[config.mk]
export PLATFORM = sky130hd
export DESIGN_NAME = phase_pair_gen
export DESIGN_NICKNAME = d
export VERILOG_FILES = /design/src/rtl/phase_pair_gen.sv
export SDC_FILE = /design/constraint.sdc
export NUM_CORES = 1
export LEC_CHECK = 0
export BUFFER_PORTS_ARGS = -buffer_cell sky130_fd_sc_hd__buf_2
export CAP_MARGIN = 0
export CORE_AREA = 2 2 89 91
export DETAILED_ROUTE_END_ITERATION = 10
export DIE_AREA = 0 0 91 93
export PLACE_DENSITY = 0.65
export SYNTH_ARGS = -nofsm -noshare
export SYNTH_HDL_FRONTEND = slang
export SYNTH_SLANG_ARGS = --single-unit
[constraint.sdc]
create_clock -name clk -period 2.09 [get_ports clk]
set_input_delay 0.1045 -clock clk [delete_from_list [all_inputs] [get_ports clk]]
set_output_delay 0.1045 -clock clk [all_outputs]
set_load 0.05 [all_outputs]
[src/rtl/phase_pair_gen.sv]
// Phase-pair feeder for the pipelined phase interpolator: an NCO position accumulator
// decides whether to repeat the current sample pair or consume new samples. Optional macro: PHASE_PAIR_STAT_EN.
module phase_pair_gen #(
  parameter int PHASE_DW = 15,
  parameter int FBIT     = 8,
  parameter int STEP_IW  = 4,
  parameter int PASS_DW  = 8
) (
  input  logic                    clk,
  input  logic                    rst_n,
  input  logic                    flush,
  input  logic [STEP_IW+FBIT-1:0] step,
  input  logic [PHASE_DW-1:0]     in_phase,
  input  logic [PASS_DW-1:0]      in_pass,
  input  logic                    in_valid,
  output logic                    in_ready,
  output logic [PHASE_DW-1:0]     phase1,
  output logic [PHASE_DW-1:0]     phase2,
  output logic [FBIT-1:0]         phase_frac,
  output logic [PASS_DW-1:0]      phase_pass_data,
  output logic                    phase_valid,
  input  logic                    phase_ready
`ifdef PHASE_PAIR_STAT_EN
  ,
  output logic [31:0]             stat_in_cnt,
  output logic [31:0]             stat_out_cnt
`endif
);

  localparam int ACC_W  = STEP_IW + FBIT + 1;
  localparam int SKIP_W = STEP_IW + 1;
  localparam logic [ACC_W-1:0] ONE_C = ACC_W'(1) << FBIT;

  typedef enum logic [1:0] {
    ST_EMPTY = 2'd0,
    ST_HALF  = 2'd1,
    ST_RUN   = 2'd2
  } state_t;

  state_t              state_r, state_nxt_s;
  logic [PHASE_DW-1:0] s0_r, s1_r, s0_nxt_s, s1_nxt_s;
  logic [PASS_DW-1:0]  p1_r, p1_nxt_s;
  logic [ACC_W-1:0]    acc_r, acc_nxt_s;
  logic [SKIP_W-1:0]   skip_s;
  logic                in_fire_s, out_fire_s;

  // skip counts whole samples the accumulator has run ahead of the current pair
  assign skip_s      = acc_r[ACC_W-1:FBIT];
  assign in_ready    = (state_r != ST_RUN) || (skip_s != {SKIP_W{1'b0}});
  assign phase_valid = (state_r == ST_RUN) && (skip_s == {SKIP_W{1'b0}});
  assign in_fire_s   = in_valid & in_ready;
  assign out_fire_s  = phase_valid & phase_ready;

  assign phase1          = s0_r;
  assign phase2          = s1_r;
  assign phase_frac      = acc_r[FBIT-1:0];
  assign phase_pass_data = p1_r;

  // Next-state and datapath update; flush overrides any fire in the same cycle
  always_comb begin
    state_nxt_s = state_r;
    s0_nxt_s    = s0_r;
    s1_nxt_s    = s1_r;
    p1_nxt_s    = p1_r;
    acc_nxt_s   = acc_r;
    if (flush) begin
      state_nxt_s = ST_EMPTY;
      acc_nxt_s   = {ACC_W{1'b0}};
    end else begin
      case (state_r)
        ST_EMPTY: begin
          if (in_fire_s) begin
            s1_nxt_s    = in_phase;
            p1_nxt_s    = in_pass;
            state_nxt_s = ST_HALF;
          end else begin
            state_nxt_s = ST_EMPTY;
          end
        end
        ST_HALF: begin
          if (in_fire_s) begin
            s0_nxt_s    = s1_r;
            s1_nxt_s    = in_phase;
            p1_nxt_s    = in_pass;
            state_nxt_s = ST_RUN;
          end else begin
            state_nxt_s = ST_HALF;
          end
        end
        ST_RUN: begin
          if (out_fire_s) begin
            acc_nxt_s = acc_r + {1'b0, step};
          end else if (in_fire_s) begin
            s0_nxt_s  = s1_r;
            s1_nxt_s  = in_phase;
            p1_nxt_s  = in_pass;
            acc_nxt_s = acc_r - ONE_C;
          end else begin
            acc_nxt_s = acc_r;
          end
        end
        default: begin
          state_nxt_s = ST_EMPTY;
          acc_nxt_s   = {ACC_W{1'b0}};
        end
      endcase
    end
  end

  // State, sample pair and accumulator registers
  always_ff @(posedge clk or negedge rst_n) begin
    if (!rst_n) begin
      state_r <= ST_EMPTY;
      s0_r    <= {PHASE_DW{1'b0}};
      s1_r    <= {PHASE_DW{1'b0}};
      p1_r    <= {PASS_DW{1'b0}};
      acc_r   <= {ACC_W{1'b0}};
    end else begin
      state_r <= state_nxt_s;
      s0_r    <= s0_nxt_s;
      s1_r    <= s1_nxt_s;
      p1_r    <= p1_nxt_s;
      acc_r   <= acc_nxt_s;
    end
  end

`ifdef PHASE_PAIR_STAT_EN
  logic [31:0] stat_in_r, stat_out_r;

  // Fire counters, wrapping naturally at 2^32
  always_ff @(posedge clk or negedge rst_n) begin
    if (!rst_n) begin
      stat_in_r  <= 32'd0;
      stat_out_r <= 32'd0;
    end else if (flush) begin
      stat_in_r  <= 32'd0;
      stat_out_r <= 32'd0;
    end else begin
      stat_in_r  <= stat_in_r + {31'd0, in_fire_s};
      stat_out_r <= stat_out_r + {31'd0, out_fire_s};
    end
  end

  assign stat_in_cnt  = stat_in_r;
  assign stat_out_cnt = stat_out_r;
`endif

endmodule

### Yosys cells after proc, flatten, opt, wreduce, memory -nomap -nowiden

Cells that the tools add are included.

* input bits: 40
* flip-flop bits (word level): 53
* output and inout bits: 48

* reductions and logical operators: 11
* $add $sub $neg: 2
* bitwise operators: 3
* muxes and demuxes: 17
* equality and inequality tests: 7

Operators by type and width (count)
* $mux W15: 4
* $pmux W15 S2: 2
* $mux W13: 3
* $pmux W13 S2: 1
* $mux W8: 2
* $pmux W8 S2: 1
* $add A13 B12 Y13: 1
* $sub A13 B9 Y13 const B: 1
* $ne A2 B2 Y1 const B: 3
* $pmux W2 S3: 1
* $reduce_and A3 Y1: 2
* $logic_not A5 Y1: 1
* $reduce_bool A5 Y1: 1
* $mux W2: 2
* $ne A4 B4 Y1 const B: 1
* $reduce_bool A2 Y1: 2
* $and A1 B1 Y1: 2
* $eq A2 B1 Y1 const B: 1
* $eq A2 B2 Y1 const B: 1
* $logic_not A2 Y1: 1
* $ne A2 B1 Y1 const B: 1
* $reduce_and A2 Y1: 1
* $reduce_or A2 Y1: 1
* $logic_and A1 B1 Y1: 1
* 3 further kinds: 3

### Logic depth before layout (Yosys ltp)

* depth in word-level cells: 7
* depth in mapped cells: 9
* depth with buffers taken out: 9

### Least setup slack after synthesis

No wires, ideal clock.

* path kind: reg-to-reg
* from: reg acc_r[7]
* to: reg acc_r[12]
* stages on the path, launching flop included: 8
* setup time: 75 ps
* arrival: 2004 ps
* path buffers: 0
* slack: 12 ps
* required time: 2015 ps
* cell sequence: dfrtp_1 -> ha_1 -> a21o_1 -> and3_1 -> o31a_1 -> o41ai_2 -> mux2_4 -> a21oi_2

* longest elaborated chain between the ends: 5
* elaborated cells between the ends (all ways): 6
* classes of those cells: add/sub: 2; mux: 4

RTL lines
* start: declaration: RTL line 43 `logic [ACC_W-1:0] acc_r, acc_nxt_s;`
* start signal: assignment: RTL line 117 `acc_r <= {ACC_W{1'b0}};`
* start signal: assignment: RTL line 123 `acc_r <= acc_nxt_s;`
* $sub A13 B9 Y13: RTL line 97 `acc_nxt_s = acc_r - ONE_C;`
* $mux W13: RTL line 93 `end else if (in_fire_s) begin`
* $mux W13 *: RTL line 91 `if (out_fire_s) begin`
* $pmux W13 S2 *: RTL line 70 `case (state_r)`
* $mux W13 *: RTL line 66 `if (flush) begin`

Mark *: on every way between the ends. The rest lies on a longest branch, timed or not. The select of a mux whose other input is x is not followed.
A chain may end at the register's enable or synchronous reset.

### Final worst setup path

Ends and elaborated chain as after synthesis.

==> metrics.cfg <==
[run_status]
run_status = finished with violations
violations_in_the_final_reports = negative setup slack

[power]
finalPower_mw = 3.47
leakagePower_nw = 1.89
power.ir.vdd_worst_uv = 300
cellPowerDensity_nw_per_um2 = 921

[sta]
worstMarginPinSlew_ns = 0.457
final_max_slew_viol_count = 0
layout_min_cycle_time_ns = 2.10
final.setup.worst_slack_ns = -0.0148
totalNegativeSetupSlack_ns = -0.0148
worst_hold_slack_ns = 0.0192
rsz0062_at_grt = yes
clock.fmax_ghz = 0.475
clock-skew-final_ns = 0.00384
maxSlewHeadroom = 0.694
final_report_setup_violation_count = 1
layout_worst_path_cycle_share = 1.01
final-hold-violation-count = 0

[yosys]
yosys_register_bits = 53
synth_largest_area_cell = sky130_fd_sc_hd__dfrtp_1
netlist_instances = 245
synth.top_cell.area_share = 0.452
post_synth_xor_area_fraction = 0.0299
ys.flop_type = sky130_fd_sc_hd__dfrtp_1
synth_enable_flop_cells = 0
async_flop_share = 1.00
syn-num-nets = 304
post_synth_main_area_contributors = sky130_fd_sc_hd__dfrtp_1, sky130_fd_sc_hd__mux2_2, sky130_fd_sc_hd__ha_1
synthSimpleGateAreaFrac = 0.0943
post_synth_fa_ha_maj_area_fraction = 0.0837
dominant_combinational_cell_family_by_area_after_synthesis = multiplexers
ys_types = 49
syn_area_um2 = 2930
yosys-mux-area-fraction = 0.167
syn-mean-instance-area_um2 = 12.0
synth-compound-area-share = 0.122
sequential_fraction_of_the_synthesis_area = 0.452
synth_warnings = 0

[layout]
final_cell_mix = sky130_fd_sc_hd__buf_2, sky130_fd_sc_hd__dfrtp_1, sky130_fd_sc_hd__mux2_2
utilization = 0.501
final_cell_count_no_fill = 453
synthToLayoutAreaGrowth_pct = 28.6
fraction_of_layout_instances_using_a_drive_strength_above_1 = 0.510
num-fill-cells = 720
layout_commonest_cell = sky130_fd_sc_hd__buf_2
nets = 409
antenna_cells_inserted = 0
finish.instance_area_um2 = 3770

[drt]
first_iter_violations = 33
wl_per_cell_um = 14.0
drcViolationCount = 0
routed-via-count = 2258
route.final.wire_length_mm = 6.36
drt.antenna.violating_nets = 0
drtPass1Iterations = 4
routed_vias_inst = 4.98

[floorplanning]
die_width_um = 91
core_area_um2 = 7530
io-pin-count = 88
initial_utilization = 0.389
die-area_um2 = 8460
die_height_um = 93
row_count = 32

[clock_tree]
worstSkewPairLatency_ns = 0.31
library_cell_used_as_clock_root_buffer = sky130_fd_sc_hd__clkbuf_8
cts_tree = done
tritoncts_num_sinks = 53
clk_transition_reported_paths_ns = 0.10
cts_buffers = 5
cts_max_level = 2
cts-root-to-sink-buffers = 2

[placement]
port_buffers = 87
dpl-instance-area_um2 = 3570
globalplace.congestion = 0.838
post_place_setup_slack_ns = -0.00896
place_inst = 439
post-dp-hpwl_mm = 4.75

[flow_run]
max_cap_viol_count = 0

[hold_path]
min-delay-path-class = primary input to register

[global_routing]
number_of_global_route_vias_before_repair = 2198
global_route.usage.total = 0.153
grt_pass1_wl_mm = 10.5
grt-ovfl-total = 0
initial_antenna_violation_count = 0
grt_start_max_net_pins = 54

[setup_path]
timing.critical_path.from_type = register
cp-end-kind = register
worst-endpoint-required_ns = 2.33
critical_path.max_fanout = 2
timing.critical_path.arrival_ns = 2.35
timing.setup.critical_path_class = register to register

## timing repair
action | 4_1_cts | 5_1_grt
gates resized for setup | 3 | 12
hold endpoints to repair | 53 | 0
buffers inserted | 0 | 5
endpoints found under the setup margin | 1 | 10
hold buffers | 1 | 0
pin swaps | 0 | 5
cloned | 0 | 0
## kinds of logic after synthesis
| group | count (synthesis) |
|---|---|
| compound gates | 49 |
| xor+xnor | 10 |
| fa+ha+maj | 19 |
| buf+inv | 25 |
| flops | 53 |
| mux | 40 |
| simple gates | 49 |
## flip-flops by register name, indices dropped and copies added (netlist names)
| signal | flops |
|---|---|
| state_r | 2 |
| acc_r | 13 |
| phase2 | 15 |
| phase_pass_data | 8 |
| phase1 | 15 |
## final cells by class
type	instances	area, um2	area share
inverter	11	41.3	0.0109
clock buffer	5	68.8	0.0182
sequential	53	1330	0.352
tap	102	128	0.0338
timing repair buffer	112	663	0.176
multi-input combinational	167	1520	0.402
clock inverter	3	28.8	0.00763
## worst paths after layout
| path | start | endpoint | slack, ns | cells past startpoint |
|---|---|---|---|---|
| setup / recovery | acc_r[7] | acc_r[12] | -0.01 | 7 |
| hold / removal | in_phase[3] | phase2[3] | 0.02 | 2 |
| setup reg to reg | acc_r[7] | acc_r[12] | -0.01 | 7 |
| hold reg to reg | phase1[14] | phase1[14] | 0.51 | 1 |
| max in group asynchronous | rst_n | phase2[14] | 1.54 | 3 |
| min in group asynchronous | rst_n | phase2[10] | 0.31 | 3 |
## report_power, final
part / total [mW] / switching [mW] / internal (mW)
logic: 1.50 / 1.05 / 0.456
registers: 1.36 / 0.117 / 1.24
clock network: 0.613 / 0.362 / 0.251
total: 3.47 / 1.53 / 1.95
## routing by layer
| layer | global-route usage | vias to the layer above | wire, um | share of wire |
|---|---|---|---|---|
| li1 | - | 1090 | - | - |
| met1 | 0.210 | 1094 | 3030 | 0.48 |
| met2 | 0.247 | 69 | 2940 | 0.46 |
| met3 | 0.0274 | 5 | 327 | 0.051 |
| met4 | 0.0467 | 0 | 63 | 0.0099 |
| met5 | 0 | - | 0 | 0 |
## critical path: stages (launching register included)
cell and delay, ns:
sky130_fd_sc_hd__dfrtp_1 0.42, sky130_fd_sc_hd__ha_4 0.23, sky130_fd_sc_hd__a21o_1 0.17, sky130_fd_sc_hd__and3_4 0.18
sky130_fd_sc_hd__o31a_1 0.25, sky130_fd_sc_hd__o41ai_2 0.32, sky130_fd_sc_hd__mux2_4 0.34, sky130_fd_sc_hd__a21oi_2 0.13
## synthesized netlist by cell type, types with 3 or more instances
master,number
sky130_fd_sc_hd__xor2_1,4
sky130_fd_sc_hd__buf_4,10
sky130_fd_sc_hd__mux2_4,11
sky130_fd_sc_hd__nand3_1,4
sky130_fd_sc_hd__ha_1,18
sky130_fd_sc_hd__nor2b_1,3
sky130_fd_sc_hd__or2_1,3
sky130_fd_sc_hd__nor3_1,3
sky130_fd_sc_hd__mux2_2,28
sky130_fd_sc_hd__o21a_1,4
sky130_fd_sc_hd__inv_1,11
sky130_fd_sc_hd__dfrtp_1,53
sky130_fd_sc_hd__nor2_1,10
sky130_fd_sc_hd__a22o_1,8
sky130_fd_sc_hd__o21ai_0,4
sky130_fd_sc_hd__nand2_1,10
sky130_fd_sc_hd__a21o_1,5
sky130_fd_sc_hd__a21oi_1,12
sky130_fd_sc_hd__xnor2_1,6
Note: power is estimated with default switching activity, not from simulation.
